--- src/rtl/keypad_scan.sv ---
// Matrix keypad scanner for a 3-column x 4-row keypad: drives one column at a time,
// classifies each 3-column frame, debounces over whole frames and emits one strobe per press.
module keypad_scan #(
  parameter int SCAN_DIV   = 25000,
  parameter int DEBOUNCE_N = 4
) (
  input  logic       clk,
  input  logic       rst,
  input  logic [3:0] key_row,
  output logic [2:0] key_col,
  output logic [3:0] key_data,
  output logic       key_valid,
  output logic       key_held
);

  localparam int DIV_W = $clog2(SCAN_DIV);

  typedef enum logic [1:0] {IDLE, DEBOUNCE, HELD} state_t;

  logic [3:0]       row_meta, row_sync;
  logic [DIV_W-1:0] div_cnt;
  logic             tick;
  logic [1:0]       col_idx;
  logic [1:0]       acc_hits;   // hits so far in this frame, 2 means "two or more"
  logic [3:0]       acc_code;
  logic [2:0]       col_hits;
  logic [3:0]       col_code;
  logic [2:0]       hit_sum;
  logic [1:0]       frame_hits;
  logic [3:0]       frame_code;
  logic             frame_end;
  logic             frame_single, frame_none;

  state_t     state, state_nxt;
  logic [3:0] cnt, cnt_nxt, rcnt, rcnt_nxt, cand, cand_nxt;
  logic       accept, release_key;

  function automatic logic [3:0] key_code(input logic [1:0] r, input logic [1:0] c);
    if (r != 2'd3) return 4'(3 * r + c + 1);
    case (c)
      2'd0:    return 4'd10;
      2'd1:    return 4'd0;
      default: return 4'd11;
    endcase
  endfunction

  assign tick      = (div_cnt == DIV_W'(SCAN_DIV - 1));
  assign frame_end = tick && (col_idx == 2'd2);

  // NOTE: sequential state uses non-blocking assignments so every flop samples pre-edge values.
  always_ff @(posedge clk) begin
    if (rst) begin
      row_meta <= '0;
      row_sync <= '0;
      div_cnt  <= '0;
      col_idx  <= '0;
      acc_hits <= '0;
      acc_code <= '0;
    end else begin
      row_meta <= key_row;
      row_sync <= row_meta;
      if (tick) begin
        div_cnt  <= '0;
        col_idx  <= (col_idx == 2'd2) ? 2'd0 : col_idx + 2'd1;
        acc_hits <= frame_hits;
        acc_code <= frame_code;
      end else begin
        div_cnt <= div_cnt + 1'b1;
      end
    end
  end

  // NOTE: every combinational output gets a default first so no latch is inferred.
  always_comb begin
    col_hits = '0;
    col_code = '0;
    for (int r = 0; r < 4; r++) begin
      if (row_sync[r]) begin
        col_hits = col_hits + 3'd1;
        col_code = key_code(2'(r), col_idx);
      end
    end
    // Column 0 opens a fresh frame, so earlier accumulation is ignored there.
    hit_sum      = ((col_idx == 2'd0) ? 3'd0 : {1'b0, acc_hits}) + col_hits;
    frame_hits   = (hit_sum >= 3'd2) ? 2'd2 : hit_sum[1:0];
    frame_code   = (col_hits == 3'd1) ? col_code : acc_code;
    frame_single = (frame_hits == 2'd1);
    frame_none   = (frame_hits == 2'd0);
  end

  always_comb begin
    case (col_idx)
      2'd1:    key_col = 3'b101;
      2'd2:    key_col = 3'b011;
      default: key_col = 3'b110;
    endcase
  end

  // State register, including the registered outputs that change on transitions.
  always_ff @(posedge clk) begin
    if (rst) begin
      state     <= IDLE;
      cnt       <= '0;
      rcnt      <= '0;
      cand      <= '0;
      key_data  <= '0;
      key_valid <= 1'b0;
      key_held  <= 1'b0;
    end else begin
      state     <= state_nxt;
      cnt       <= cnt_nxt;
      rcnt      <= rcnt_nxt;
      cand      <= cand_nxt;
      key_valid <= accept;
      if (accept) begin
        key_data <= cand_nxt;
        key_held <= 1'b1;
      end else if (release_key) begin
        key_held <= 1'b0;
      end
    end
  end

  always_comb begin
    state_nxt = state;
    cnt_nxt   = cnt;
    rcnt_nxt  = rcnt;
    cand_nxt  = cand;
    if (frame_end) begin
      case (state)
        IDLE: begin
          if (frame_single) begin
            cand_nxt = frame_code;
            if (DEBOUNCE_N == 1) begin
              state_nxt = HELD;
              cnt_nxt   = '0;
              rcnt_nxt  = '0;
            end else begin
              state_nxt = DEBOUNCE;
              cnt_nxt   = 4'd1;
            end
          end
        end
        DEBOUNCE: begin
          if (frame_single && frame_code == cand) begin
            if (cnt + 4'd1 == 4'(DEBOUNCE_N)) begin
              state_nxt = HELD;
              cnt_nxt   = '0;
              rcnt_nxt  = '0;
            end else begin
              cnt_nxt = cnt + 4'd1;
            end
          end else begin
            state_nxt = IDLE;
            cnt_nxt   = '0;
          end
        end
        HELD: begin
          if (frame_none) begin
            if (rcnt + 4'd1 == 4'(DEBOUNCE_N)) begin
              state_nxt = IDLE;
              rcnt_nxt  = '0;
            end else begin
              rcnt_nxt = rcnt + 4'd1;
            end
          end else begin
            rcnt_nxt = '0;
          end
        end
        default: state_nxt = IDLE;
      endcase
    end
  end

  always_comb begin
    accept      = (state != HELD) && (state_nxt == HELD);
    release_key = (state == HELD) && (state_nxt == IDLE);
  end

endmodule
--- config.mk ---
export PLATFORM = sky130hd
export DESIGN_NAME = keypad_scan
export DESIGN_NICKNAME = d
export VERILOG_FILES = /design/src/rtl/keypad_scan.sv
export SDC_FILE = /design/constraint.sdc
export NUM_CORES = 1
export LEC_CHECK = 0
export CAP_MARGIN = 20
export CORE_MARGIN = 2
export CORE_UTILIZATION = 30
export CTS_CLUSTER_SIZE = 20
export DETAILED_ROUTE_END_ITERATION = 7
export GPL_ROUTABILITY_DRIVEN = 0
export PLACE_DENSITY = 0.51
export SLEW_MARGIN = 20
export SYNTH_ARGS = -nofsm -noshare
export SYNTH_HDL_FRONTEND = slang
export SYNTH_SLANG_ARGS = --single-unit
--- constraint.sdc ---
create_clock -name clk -period 6.2 [get_ports clk]
set_clock_uncertainty 0.1 [all_clocks]
set_input_delay 1.55 -clock clk [delete_from_list [all_inputs] [get_ports clk]]
set_output_delay 1.55 -clock clk [all_outputs]
set_load 0.01 [all_outputs]
==> impl_metrics.toml <==
[status]
status = "finished clean"

[critical_path]
critPathSlowestCell = "a211oi_1"
r2r-start = "row_sync[1]"
rr_worst_depth = 12
r2r_slack_ps = 1760
endpoint = "state[1]"
critPathTopFamily = "compound AO/OA/AOI/OAI gates"
worstPathRequired_ps = 6330
r2r-end = "state[1]"
path_buf_inv = 1
crit_arrival_ps = 4570
crit_type = "reg2reg"
max_stage_delay_ps = 780
cp-end-kind = "flop"
critPathLaunchType = "flop"
cp-startpoint = "row_sync[1]"
path_depth = 12
cp_max_fo = 7
path_cells = "inv_1 -> ha_1 -> xor2_1 -> ha_1 -> mux2i_1 -> fa_1 -> xnor3_1 -> a2111oi_0 -> o211ai_1 -> a211oi_1 -> nand4_1 -> a211oi_1"

[floorplanning]
dieArea_sq_um = 10740
core_area_sq_um = 9684
initial_core_util_pct = 30.74
die_height_microns = 103.6
placementRows = 36
io_pins = 15
die_w_microns = 103.6

[clocking]
clk_latency_ps = 310
numCtsBuffers = 5
clockBufferDepth = 2
post-cts-setup-buffer-count = 0
cts_resized = 0
clock_tree.root_cell = "clkbuf_8"
clk_pin_slew_ps = 90
clock-sinks = 51
htree_levels = 2
tritoncts = "done"
cts_hold_buf = 0

[route]
vias = 2493
wl_per_cell_microns = 13.15
met1_length_microns = 3319
wirelength_microns = 6537
top_layer_used = "met4"
dr_wl_met2_microns = 2910
vias_per_cell = 5.016
drtIter0Drc = 96
wl_met3_microns = 190
drcViolationCount = 0
detail-route-antenna-nets = 0
drtPass1Iterations = 5

[min_path]
whs_path_depth = 1
hold_class = "reg2reg"

[synthesis]
synth_top_family_by_area = "simple AND/OR/NAND/NOR gates"
synth_compound_area_share_pct = 15.80
synth-xor-area-share_pct = 5.759
syn_area_per_cell_sq_um = 8.456
yosysTopAreaCellShare_pct = 34.30
synth.distinct_cells = 62
synth_fa_ha_area_share_pct = 6.557
muxShareOfSynthArea_pct = 4.918
ys_ff_latch = 51
yosys.area.top_type = "dfxtp_1"
postSynth.asyncResetShare_pct = 0
synthSimpleGateAreaFrac_pct = 28.84
syn-num-nets = 373
yosys_warnings = 0
syn_area_sq_um = 2977
synth_edf_count = 0
synth.area.top_cells = "dfxtp_1 (34%), ha_1 (5.9%), nor2_1 (4.3%)"
synthFlopType = "dfxtp_1"
seq_area_frac_synth_pct = 34.30
syn_inst = 352

[power]
intPower_mw = 0.4539
p_per_area_nw_per_um2 = 181.5
p_leak_nw = 1.196
power.share.clock_pct = 35.3
p_switching_mw = 0.1531
pwr-share-comb_pct = 9.4
power_frac_seq_pct = 55.3
p_sw_share_pct = 25.22
ir_drop_uv = 92.03

[timing]
setup_violations = 0
rsz0062_at_grt = "false"
fmax_ghz = 0.2250
period_needed_ps = 4444
slew_headroom_pct = 38.47
setup_ws_ps = 1756
finalHoldViolations = 0
drv_slew = 0
finalCritPeriodShare_pct = 71.68
tightest_slew_ps = 917.4
fin_setup_tns_ps = 0

[global_routing]
grt_max_degree = 35
overflow = 0
grt_pass1_vias = 2437
grt_use_total_pct = 12.50
grt_pass1_wl_microns = 11270
grt_antenna_before_repair = 0

[placement]
io_buffers = 14
hpwl_microns = 4802
dp_worst_setup_slack_ps = 1774
place_area_sq_um = 3241

[finish]
fin_util_pct = 34.53
layout_common_cells = "dfxtp_1 (51), nor2_1 (34), nand2_1 (32)"
drive_gt1_share_pct = 3.846
stdcell_area_sq_um = 3344
fin_nets = 384
final_common_cell = "dfxtp_1"
num_antenna_cells = 0
area.growth.synth_to_final_pct = 12.36
nFillCells = 1026

[job]
cap_violations = 0
## worst min-delay path by stage
stage,startpoint,end
floorplan,row_meta[0],row_sync[0]
global placement,row_meta[2],row_sync[2]
detailed placement,row_meta[1],row_sync[1]
CTS,row_meta[1],row_sync[1]
global route,row_meta[1],row_sync[1]
finish,row_meta[1],row_sync[1]
## cells by family after synthesis
| group | count (synthesis) |
|---|---|
| fa+ha+maj | 15 |
| flops | 51 |
| compound gates | 72 |
| buf+inv | 28 |
| mux | 14 |
| xor+xnor | 18 |
| simple gates | 154 |
## power by group through the flow
stage	Combinational, mW	Sequential [mW]	Clock (mW)
after detailed placement	0.0568	0.344	0
after global placement	0.0573	0.343	0
after global routing	0.0634	0.337	0.236
final	0.0571	0.336	0.214
after CTS	0.0572	0.336	0.222
after floorplan	0.0433	0.341	0
## per-layer routing
layer	vias up	global-route usage (%)
li1	1286	-
met1	1161	16.35
met4	0	4.247
met5	-	0
met3	11	2.140
met2	35	20.86
## synthesized netlist by cell type, types with 8 or more instances
| cell type | count |
|---|---|
| nand3_1 | 15 |
| nor2b_1 | 18 |
| ha_1 | 14 |
| xor2_1 | 11 |
| clkbuf_1 | 8 |
| nor2_1 | 34 |
| inv_1 | 16 |
| o21ai_0 | 12 |
| a21oi_1 | 23 |
| nand2_1 | 32 |
| dfxtp_1 | 51 |
| mux2i_1 | 12 |
## area by class of cell
type / instances / area, sq um / area share [%]
multi-input combinational: 273 / 1842 / 55.07
sequential: 51 / 1021 / 30.53
tap: 133 / 166.4 / 4.976
timing repair buffer: 15 / 147.6 / 4.415
clock buffer: 7 / 96.34 / 2.881
inverter: 17 / 63.81 / 1.908
clock inverter: 1 / 7.507 / 0.2245
## sequential cells by signal (all words and copies together), names as in the netlist, 4 cells and up
signal	flops
acc_code	4
rcnt	4
row_meta	4
div_cnt	15
cnt	4
cand	4
row_sync	4
key_data	4
## stage by stage
stage	total power [mW]	hold slack [ps]	std cells
after global placement	0.4008	318.2	489
final	0.6070	345.0	497
after detailed placement	0.4004	326.4	489
after floorplan	0.3848	313.8	352
after global routing	0.6363	374.0	497
after CTS	0.6150	349.0	497
Note: power is estimated with default switching activity, not from simulation.
